<file path="src/rtl/fifo_packer_pkg.sv">
// Shared types and constants for the FIFO word packer.
package fifo_packer_pkg;

    localparam int DEFAULT_DATA_W = 8;
    localparam int DEFAULT_LANES  = 4;
    localparam int COUNT_W        = 16;

    // FILL gathers FIFO words into lanes; OUT presents the packed word.
    typedef enum logic {
        FILL = 1'b0,
        OUT  = 1'b1
    } state_t;

endpackage

</file>
<file path="src/rtl/fifo_packer.sv">
// Pops words from an upstream FIFO and packs LANES of them into one wide
// output word with a valid/ready handshake. A flush emits a partial word.
module fifo_packer
    import fifo_packer_pkg::*;
#(
    parameter int DATA_W = DEFAULT_DATA_W,
    parameter int LANES  = DEFAULT_LANES
) (
    input  logic                      clk,
    input  logic                      rst,
    input  logic                      fifo_empty,
    output logic                      fifo_rd_en,
    input  logic [DATA_W-1:0]         fifo_rd_data,
    input  logic                      flush,
    output logic                      out_valid,
    input  logic                      out_ready,
    output logic [DATA_W*LANES-1:0]   out_data,
    output logic [LANES-1:0]          out_keep,
    output logic [COUNT_W-1:0]        out_count
);

    // filled must reach LANES itself; lane indices only go to LANES-1.
    localparam int              FW        = $clog2(LANES + 1);
    localparam int              LW        = $clog2(LANES);
    localparam logic [FW:0]     LANES_OCC = (FW + 1)'(LANES);
    localparam logic [FW-1:0]   LAST_LANE = FW'(LANES - 1);

    state_t             state;
    state_t             state_next;
    logic [FW-1:0]      filled;
    logic               inflight;
    logic               flush_pending;
    logic [DATA_W-1:0]  lanes [LANES];
    logic [FW:0]        occupancy;
    logic               handshake;

    // Words already captured plus the one arriving this cycle.
    assign occupancy = {1'b0, filled} + {{FW{1'b0}}, inflight};
    assign out_valid = (state == OUT);
    assign handshake = out_valid && out_ready;

    // State register.
    always_ff @(posedge clk) begin
        // NOTE: registers are updated with <= so every flop samples the
        // pre-edge values of the others, independent of statement order.
        if (rst) begin
            state <= FILL;
        end else begin
            state <= state_next;
        end
    end

    // Next-state decode and the combinational pop request.
    always_comb begin
        // NOTE: every output gets a default first so no path through the
        // case leaves a signal unassigned and infers a latch.
        state_next = state;
        fifo_rd_en = 1'b0;
        case (state)
            FILL: begin
                fifo_rd_en = !rst && !fifo_empty && !flush_pending
                             && (occupancy < LANES_OCC);
                if (inflight) begin
                    // The last lane lands on this edge: present next cycle.
                    if (filled == LAST_LANE) begin
                        state_next = OUT;
                    end
                end else if (flush_pending && (filled != '0)) begin
                    state_next = OUT;
                end
            end
            OUT: begin
                if (out_ready) begin
                    state_next = FILL;
                end
            end
            default: state_next = FILL;
        endcase
    end

    // Lane capture, fill level, flush request and handshake counter.
    always_ff @(posedge clk) begin
        if (rst) begin
            filled        <= '0;
            inflight      <= 1'b0;
            flush_pending <= 1'b0;
            out_count     <= '0;
            // NOTE: the lane array is reset because it drives out_data
            // directly and unfilled lanes must read as zero.
            for (int i = 0; i < LANES; i++) begin
                lanes[i] <= '0;
            end
        end else begin
            inflight <= fifo_rd_en;
            if (handshake) begin
                out_count     <= out_count + 1'b1;
                filled        <= '0;
                flush_pending <= 1'b0;
                for (int i = 0; i < LANES; i++) begin
                    lanes[i] <= '0;
                end
            end else if (state == FILL) begin
                if (inflight) begin
                    lanes[filled[LW-1:0]] <= fifo_rd_data;
                    filled                <= filled + FW'(1);
                end
                // An empty flush has nothing to emit and simply retires.
                if (flush_pending && !inflight && (filled == '0)) begin
                    flush_pending <= 1'b0;
                end else if (flush) begin
                    flush_pending <= 1'b1;
                end
            end
        end
    end

    // Pack lanes with lane 0 in the least significant bits.
    always_comb begin
        out_data = '0;
        for (int i = 0; i < LANES; i++) begin
            out_data[i*DATA_W +: DATA_W] = lanes[i];
        end
    end

    // Keep mask marks the lanes that hold captured words.
    always_comb begin
        out_keep = '0;
        if (state == OUT) begin
            for (int i = 0; i < LANES; i++) begin
                out_keep[i] = (FW'(i) < filled);
            end
        end
    end

endmodule
</file>
<file path="config.mk">
export PLATFORM = sky130hd
export DESIGN_NAME = fifo_packer
export DESIGN_NICKNAME = d
export VERILOG_FILES = /design/src/rtl/fifo_packer_pkg.sv /design/src/rtl/fifo_packer.sv
export SDC_FILE = /design/constraint.sdc
export NUM_CORES = 1
export LEC_CHECK = 0
export CAP_MARGIN = 10
export CORE_ASPECT_RATIO = 1.75
export CORE_MARGIN = 3
export CORE_UTILIZATION = 50
export DETAILED_ROUTE_END_ITERATION = 6
export GPL_TIMING_DRIVEN = 0
export HOLD_SLACK_MARGIN = 0.05
export PLACE_DENSITY_LB_ADDON = 0.25
export SYNTH_ARGS = -nofsm -noshare
export SYNTH_HDL_FRONTEND = slang
export SYNTH_SLANG_ARGS = --single-unit
</file>
<file path="constraint.sdc">
create_clock -name clk -period 3.35 [get_ports clk]
set_input_delay 0.67 -clock clk [delete_from_list [all_inputs] [get_ports clk]]
set_output_delay 0.67 -clock clk [all_outputs]
set_load 0.005 [all_outputs]
</file>
==> results of run 1 <==
[per-stage QoR]
stage          hold slack, ns   util
6_report                0.489  0.727
5_1_grt                 0.539  0.727
4_1_cts                 0.497  0.727
3_5_place_dp            0.486  0.705
3_3_place_gp            0.464  0.705
2_1_floorplan           0.461      -
[worst reg2reg max path: cells and delay by family (launching register included)]
kind | cells | cell delay, ns
simple gates | 3 | 0.98
buf+inv | 2 | 0.42
flops | 1 | 0.37
[kinds of logic (layout without fill, tap and decap cells)]
group,count (synthesis),count (layout)
AO/OA/AOI/OAI,19,19
XOR/XNOR,12,12
adder cells (fa/ha/maj),5,5
buffers and inverters,10,84
flip-flops,54,54
AND/OR/NAND/NOR,97,97
[per-layer routing]
metal | global-route usage | share of wire | vias to the layer above
met4 | 0.0870 | 0.028 | 0
met3 | 0.0328 | 0.056 | 9
li1 | - | - | 864
met2 | 0.356 | 0.54 | 72
met5 | 0 | 0 | -
met1 | 0.202 | 0.37 | 816
[power groups by stage]
stage | Sequential [W] | Combinational, W | Clock, W
CTS | 0.000740 | 0.000120 | 0.000374
detailed placement | 0.000755 | 0.000120 | 0
global placement | 0.000754 | 0.000117 | 0
global route | 0.000744 | 0.000130 | 0.000404
floorplan | 0.000756 | 0.0000402 | 0
finish | 0.000739 | 0.000120 | 0.000369
[layout by cell type, fill, tap and decap left out, drive strengths merged]
| cell | n |
|---|---|
| a21oi | 9 |
| a311oi | 1 |
| and2 | 1 |
| and3 | 32 |
| and4 | 3 |
| buf | 1 |
| clkbuf | 10 |
| clkdlybuf4s50 | 66 |
| clkinvlp | 2 |
| dfxtp | 22 |
| edfxtp | 32 |
| ha | 5 |
| inv | 5 |
| nand2 | 17 |
| nand2b | 1 |
| nand3 | 8 |
| nand4 | 4 |
| nor2 | 15 |
| nor2b | 1 |
| nor3 | 4 |
| nor4 | 2 |
| o21a | 2 |
| o21ai | 4 |
| o31a | 1 |
| o31ai | 2 |
| or2 | 1 |
| or3 | 5 |
| or3b | 1 |
| or4 | 2 |
| xnor2 | 4 |
| xor2 | 8 |
[final timing paths]
check	end	slack [ns]	depth (start not counted)
setup / recovery	fifo_rd_en	0.16	5
hold / removal	out_count[15]	0.49	2
setup reg to reg	lanes[2][5]	1.27	5
hold reg to reg	out_count[15]	0.49	2
[layout make-up]
class	instances	area, um2	share of cell area
tap	49	61.3	0.0199
clock inverter	3	23.8	0.00773
multi-input combinational	133	820	0.267
clock buffer	5	68.8	0.0224
timing repair buffer	66	661	0.215
buffer	6	23.8	0.00773
sequential	54	1400	0.456
inverter	4	15.0	0.00488
[state kept, by name, indices dropped and copies added, names as in the netlist]
register	cells
filled	3
flush_pending	1
inflight	1
lanes	32
out_count	16
out_valid	1
==> flow_metrics.tcl, run 1 <==
set metrics [dict create \
    final.setup_skew_ns 0.0105 \
    antenna_found_initial 0 \
    grt_max_degree 19 \
    synthTopCellsByArea "edfxtp_1, dfxtp_1, and3_1, xor2_1, nand2_1" \
    hold_buffers 0 \
    yosysWarnings 0 \
    rsz0062_at_grt "no" \
    hold_viol_final 0 \
    muxShareOfSynthArea 0 \
    synth_compound_area_frac 0.0499 \
    synth_xor_area_frac 0.0465 \
    fmax_ghz 0.313 \
    clkPwrFrac 0.300 \
    synth_ff_type "edfxtp_1" \
    synth_area_mm2 0.00226 \
    worst_slack_ns 0.158 \
    setup-violations-final 0 \
    drtPass1Iterations 4 \
    total_power_w 0.00123 \
    place_hpwl_um 3720 \
    avgViaCountPerCell 5.50 \
    synthSimpleGateAreaFrac 0.239 \
    grt_pass1_vias 1654 \
    cts.sinks 54 \
    finalWeightedCongestion 0.785 \
    grt_pass1_wl_um 7940 \
    synth_edf_count 32 \
    die-area_mm2 0.00539 \
    cts_tree "built" \
    min_period_over_period 0.953 \
    stdcell_area_mm2 0.00307 \
    worst_ep_required_time_ns 2.68 \
    crit_fanout 10 \
    numPlacedInstances 312 \
    cp_slowest_stage_delay_ns 0.54 \
    cts_resized 0 \
    syn_avg_cell_area_um2 11.5 \
    stdcell_count 320 \
    setup-tns-final_ns 0 \
    postRouteAntennaNets 0 \
    grt_overflow_total 0 \
    synthAdderAreaFrac 0.0277 \
    ys_seq_area_frac 0.620 \
    io_buffers 66 \
    insertion_delay_ns 0.31 \
    combinationalPowerShare 0.098 \
    synthTopCellsByCount "and3_1, edfxtp_1, dfxtp_1" \
    synthArstFlopShare 0 \
    nFillCells 280 \
    drtIter0Drc 49 \
    syn_nets 215 \
    path_clk_slew_ns 0.10 \
    synthCells 197 \
    slew_headroom 0.507 \
    drive_above_1_share 0.0590 \
    antenna_cells 0 \
    wl_um 4910 \
    area_growth_pct 36.1 \
    cpMaxStageDelayCell "clkdlybuf4s50_1" \
    slew_viol_final 0 \
    postCtsSetupBuffers 0 \
    core_mm2 0.00423 \
    grt_usage 0.190 \
    cp-end-kind "output pin" \
    p_switching_w 0.000288 \
    fin_crit_ns 3.19 \
    cp-startpoint "rst" \
    critPathKind "in -> out" \
    crit_top_cell "clkdlybuf4s50_1" \
    placed_cell_area_mm2 0.00298 \
    synth-seq-cells 54 \
    status "finished, final reports clean" \
    p_leak_nw 1.20 \
    cts_buffers 5 \
    p_per_area_mw_per_mm2 400 \
    ir_worst_vdd_v 0.000332 \
    wl_per_cell_um 15.3 \
    maxCapViolations 0 \
    r2r_start "inflight" \
    fp.dieH_um 94.9 \
    io_pins 67 \
    sequentialPowerShare 0.602 \
    yosysUniqueCellTypes 33 \
    start_util 0.534 \
    cp_cell_sequence "clkdlybuf4s50_1 > clkbuf_2 > or4_1 > nor3_1 > clkdlybuf4s50_1" \
    htreeDepth 2 \
    p_int_w 0.000940 \
    synth_largest_area_cell "edfxtp_1" \
    drc 0 \
    cp.arrival_ns 2.52 \
    rows 31 \
    cts_buffer_depth 2 \
    cp_num_buf_inv 3 \
    min_from "out_count[15]" \
    worstMarginPinSlew_ns 0.734 \
    crit_family "buffers and inverters" \
    cts-root-buf "clkbuf_8" \
    preCtsSetupSlack_ns 0.0771 \
    hp-class "reg -> reg" \
    die_x_um 56.8 \
    power.share.switching 0.234 \
    synth_top_family_by_area "simple AND/OR/NAND/NOR gates" \
    synth_top_area_frac 0.425 \
    crit_path_start_kind "input pin" \
    routed-via-count 1761 \
    finalNetCount 288 \
]
(Power assumes the default switching activity.)
==> inputs of run 2 (changes only) <==
--- a/config.mk
+++ b/config.mk
@@ -8,11 +8,12 @@
 export CAP_MARGIN = 10
 export CORE_ASPECT_RATIO = 1.75
 export CORE_MARGIN = 3
-export CORE_UTILIZATION = 50
+export CORE_UTILIZATION = 47
 export DETAILED_ROUTE_END_ITERATION = 6
 export GPL_TIMING_DRIVEN = 0
 export HOLD_SLACK_MARGIN = 0.05
 export PLACE_DENSITY_LB_ADDON = 0.25
+export SKIP_LAST_GASP = 1
 export SYNTH_ARGS = -nofsm -noshare
 export SYNTH_HDL_FRONTEND = slang
 export SYNTH_SLANG_ARGS = --single-unit
==> constraint.sdc (replaced) <==
create_clock -name clk -period 3.6 [get_ports clk]
set_input_delay 0.72 -clock clk [delete_from_list [all_inputs] [get_ports clk]]
set_output_delay 0.72 -clock clk [all_outputs]
set_load 0.005 [all_outputs]
==> flow_metrics.tcl, run 2 (synthesis gave the netlist of run 1 again) <==
set metrics [dict create \
    status "finished, final reports clean" \
    htreeDepth 2 \
    cts-root-buf "clkbuf_8" \
    grtUsageMet1 0.183 \
    stdcell_area_mm2 0.00309 \
    grt_pass1_wl_um 7710 \
    regMostFlops "lanes" \
    finalWeightedCongestion 0.776 \
    grt_overflow_total 0 \
    min_from "out_count[1]" \
    ir_worst_vdd_v 0.000268 \
    die-area_mm2 0.00571 \
    start_util 0.499 \
    cts_tree "built" \
    drc 0 \
    fmax_ghz 0.301 \
    cts_resized 0 \
    placed_cell_area_mm2 0.00298 \
    drive_above_1_share 0.0517 \
    postRouteAntennaNets 0 \
    cts_buffer_depth 2 \
    antenna_cells 0 \
    rows 32 \
    crit_path_start_kind "input pin" \
    grt_max_degree 17 \
    p_int_w 0.000943 \
    maxCapViolations 0 \
    layout_commonest_cell "clkdlybuf4s50_1" \
    multi_input_area_um2 820 \
    p_leak_nw 1.21 \
    cpMaxStageDelayCell "or4_1" \
    cp-startpoint "rst" \
    cp_num_buf_inv 3 \
    combinationalPowerShare 0.092 \
    rsz0062_at_grt "no" \
    grt_pass1_vias 1625 \
    hp-class "reg -> reg" \
    setup-violations-final 0 \
    busiest_layer "met2" \
    worstMarginPinSlew_ns 0.759 \
    slew_viol_final 0 \
    clkPwrFrac 0.335 \
    grt.met2_usage 0.329 \
    min_period_over_period 0.922 \
    ff_latch_area_mm2 0.00140 \
    io_pins 67 \
    final_cell_mix "clkdlybuf4s50_1, and3_1, edfxtp_1" \
    drtIter0Drc 49 \
    worst_ep_required_time_ns 2.88 \
    cp_cell_sequence "clkdlybuf4s50_1 > clkbuf_1 > or4_1 > nor3_1 > clkdlybuf4s50_1" \
    wl_per_cell_um 15.5 \
    hold_viol_final 0 \
    p_per_area_mw_per_mm2 388 \
    timing.hold.ws_ns 0.494 \
    core_mm2 0.00452 \
    finalNetCount 288 \
    cp_slowest_stage_delay_ns 0.55 \
    sequentialPowerShare 0.573 \
    routed-via-count 1757 \
    reg_top3 "lanes x32, out_count x16, filled x3" \
    insertion_delay_ns 0.31 \
    hold_buffers 0 \
    postCtsSetupBuffers 0 \
    slew_headroom 0.490 \
    cts_buffers 5 \
    crit_top_cell "clkdlybuf4s50_1" \
    area_growth_pct 37.0 \
    crit_family "buffers and inverters" \
    io_buffers 66 \
    p_switching_w 0.000258 \
    crit_fanout 10 \
    die_x_um 58.4 \
    grt_usage 0.177 \
    largest_reg_flops 32 \
    final.setup_skew_ns 0.00801 \
    cp.arrival_ns 2.60 \
    fin_crit_ns 3.32 \
    wl_um 5010 \
    path_clk_slew_ns 0.09 \
    power.share.switching 0.215 \
    place_hpwl_um 3770 \
    nFillCells 376 \
    cp-end-kind "output pin" \
    fp.dieH_um 97.7 \
    grt_use_met3 0.0319 \
    antenna_found_initial 0 \
    setup-tns-final_ns 0 \
    avgViaCountPerCell 5.46 \
    r2r_start "inflight" \
    critPathKind "in -> out" \
    final_util 0.684 \
    drtPass1Iterations 4 \
    cts.sinks 54 \
]
run 2: changes by cell type in the layout (fill, tap and decap cells not counted), sizes merged:
cell	change
inv	-1
bufinv	+1
clkbuf	+1
clkinvlp	-1
run 2: stage by stage:
step           setup WS (ns)  total power, W  cells
2_1_floorplan           1.33        0.000741    197
3_3_place_gp           0.255        0.000810    314
3_5_place_dp           0.263        0.000814    314
4_1_cts                0.265         0.00121    322
5_1_grt                0.205         0.00124    322
6_report               0.281         0.00120    322
run 2: final cells by class:
cell class | instances | share of cell area
sequential | 54 | 0.453
multi-input combinational | 133 | 0.265
timing repair buffer | 66 | 0.214
clock buffer | 6 | 0.0235
tap | 51 | 0.0206
clock inverter | 2 | 0.0121
buffer | 6 | 0.00728
inverter | 4 | 0.00485
run 2: path summary, 6_finish.rpt:
path | depth (start not counted) | to | slack [ns]
worst max-delay path | 5 | fifo_rd_en | 0.28
worst min-delay path | 2 | out_count[1] | 0.49
worst max register to register | 5 | lanes[2][6] | 1.47
worst min register to register | 2 | out_count[1] | 0.49
run 2: power by group through the flow:
stage	sequential [W]	combinational (W)	clock [W]
floorplan	0.000704	0.0000374	0
global placement	0.000702	0.000108	0
detailed placement	0.000703	0.000111	0
CTS	0.000689	0.000112	0.000410
global route	0.000691	0.000120	0.000432
finish	0.000688	0.000111	0.000402
run 2: layer usage:
layer  vias up  wire length, um
met3         9              298
met1       824             1830
met4         0              112
met5         -                0
li1        863                -
met2        61             2770
run 2: worst reg2reg max path, stage by stage (launching register included):
cell,delay [ns]
dfxtp_1,0.37
inv_1,0.09
nor3_1,0.63
clkbuf_1,0.33
nand2_1,0.09
nand2_1,0.29
==> inputs of run 3 (changes only) <==
--- a/config.mk
+++ b/config.mk
@@ -6,7 +6,6 @@
 export NUM_CORES = 1
 export LEC_CHECK = 0
 export CAP_MARGIN = 10
-export CORE_ASPECT_RATIO = 1.75
 export CORE_MARGIN = 3
 export CORE_UTILIZATION = 47
 export DETAILED_ROUTE_END_ITERATION = 6
==> flow_metrics.tcl, run 3 (synthesis gave the netlist of run 1 again) <==
set metrics [dict create \
    cts_resized 0 \
    reg_top3 "lanes x32, out_count x16, filled x3" \
    antenna_found_initial 0 \
    drtPass1Iterations 4 \
    grt_overflow_total 0 \
    io_pins 67 \
    start_util 0.501 \
    htreeDepth 2 \
    die-area_mm2 0.00567 \
    reg2reg_depth 4 \
    critPathKind "in -> out" \
    fmax_ghz 0.301 \
    finalWeightedCongestion 0.811 \
    setup-violations-final 0 \
    crit_fanout 10 \
    crit_path_start_kind "input pin" \
    cts_tree "built" \
    p_per_area_mw_per_mm2 403 \
    nFillCells 351 \
    layout_commonest_cell "clkdlybuf4s50_1" \
    place_hpwl_um 3800 \
    grt_pass1_vias 1648 \
    slew_headroom 0.392 \
    hp-class "reg -> reg" \
    total_power_w 0.00126 \
    largest_reg_flops 32 \
    final_cell_mix "clkdlybuf4s50_1, and3_1, edfxtp_1" \
    cts-root-buf "clkbuf_8" \
    wl_per_cell_um 15.6 \
    worstHoldPathCells 2 \
    drc 0 \
    fp.dieH_um 75.3 \
    fin_crit_ns 3.32 \
    area_growth_pct 38.2 \
    hold_viol_final 0 \
    path_clk_slew_ns 0.09 \
    cts_buffers 5 \
    rows 24 \
    wl_um 5050 \
    final.setup_skew_ns 0.00819 \
    grt_max_degree 17 \
    rsz0062_at_grt "no" \
    drive_above_1_share 0.0554 \
    worstMarginPinSlew_ns 0.906 \
    slew_viol_final 0 \
    routed-via-count 1768 \
    maxCapViolations 0 \
    cp-end-kind "output pin" \
    worst_ep_required_time_ns 2.88 \
    r2r_setup_slack_ns 1.35 \
    status "finished, final reports clean" \
    insertion_delay_ns 0.30 \
    min_from "out_count[15]" \
    postCtsSetupBuffers 0 \
    antenna_cells 0 \
    postRouteAntennaNets 0 \
    regMostFlops "lanes" \
    min_period_over_period 0.923 \
    cts.sinks 54 \
    drtIter0Drc 107 \
    setup-tns-final_ns 0 \
    finalNetCount 288 \
    avgViaCountPerCell 5.47 \
    cp-startpoint "rst" \
    cp.arrival_ns 2.60 \
    p_leak_nw 1.23 \
    hold_end "out_count[15]" \
    grt_usage 0.187 \
    ir_worst_vdd_v 0.000224 \
    r2r-end "lanes[0][6]" \
    r2r_start "out_valid" \
    cts_buffer_depth 2 \
    core_mm2 0.00450 \
    hold_buffers 0 \
    grt_pass1_wl_um 8050 \
    io_buffers 66 \
    die_x_um 75.3 \
]
==> run 3: layout make-up <==
class / count / area [um2] / share of cell area
clock buffer: 7 / 108 / 0.0345
timing repair buffer: 66 / 661 / 0.212
inverter: 4 / 15.0 / 0.00481
tap: 52 / 65.1 / 0.0208
sequential: 54 / 1400 / 0.449
multi-input combinational: 133 / 820 / 0.263
buffer: 6 / 22.5 / 0.00721
clock inverter: 1 / 30.0 / 0.00962
==> run 3: worst max path at each step <==
| stage | slack (ns) | cells after the start | to |
|---|---|---|---|
| 5_1_grt | 0.19 | 5 | fifo_rd_en |
| 3_3_place_gp | 0.28 | 5 | fifo_rd_en |
| 4_1_cts | 0.25 | 5 | fifo_rd_en |
| 2_1_floorplan | 1.33 | 3 | fifo_rd_en |
| 6_report | 0.28 | 5 | fifo_rd_en |
| 3_5_place_dp | 0.27 | 5 | fifo_rd_en |
==> run 3: per-layer routing <==
metal,track usage,up-vias,routed length (um)
met5,0,-,0
li1,-,866,-
met2,0.315,62,2470
met1,0.255,836,2270
met4,0.0350,0,29
met3,0.0356,4,286
==> run 3: report_power, final <==
group	internal [W]	total (W)	switching, W
registers	0.000677	0.000689	0.0000115
clock network	0.000269	0.000457	0.000188
logic	0.0000583	0.000112	0.0000536
==> run 3: worst max-delay path, stage by stage <==
cell,delay (ns)
clkdlybuf4s50_1,0.42
clkbuf_1,0.23
or4_1,0.54
nor3_1,0.16
clkdlybuf4s50_1,0.53
==> run 3: stage by stage <==
stage | cell area [um2] | hold slack [ns] | std cells | utilization | setup slack, ns
after floorplan | 2260 | 0.461 | 197 | - | 1.33
after global placement | 2980 | 0.465 | 315 | 0.663 | 0.278
after detailed placement | 2980 | 0.471 | 315 | 0.663 | 0.270
after CTS | 3120 | 0.487 | 323 | 0.693 | 0.250
after global routing | 3120 | 0.518 | 323 | 0.693 | 0.187
final | 3120 | 0.487 | 323 | 0.693 | 0.276
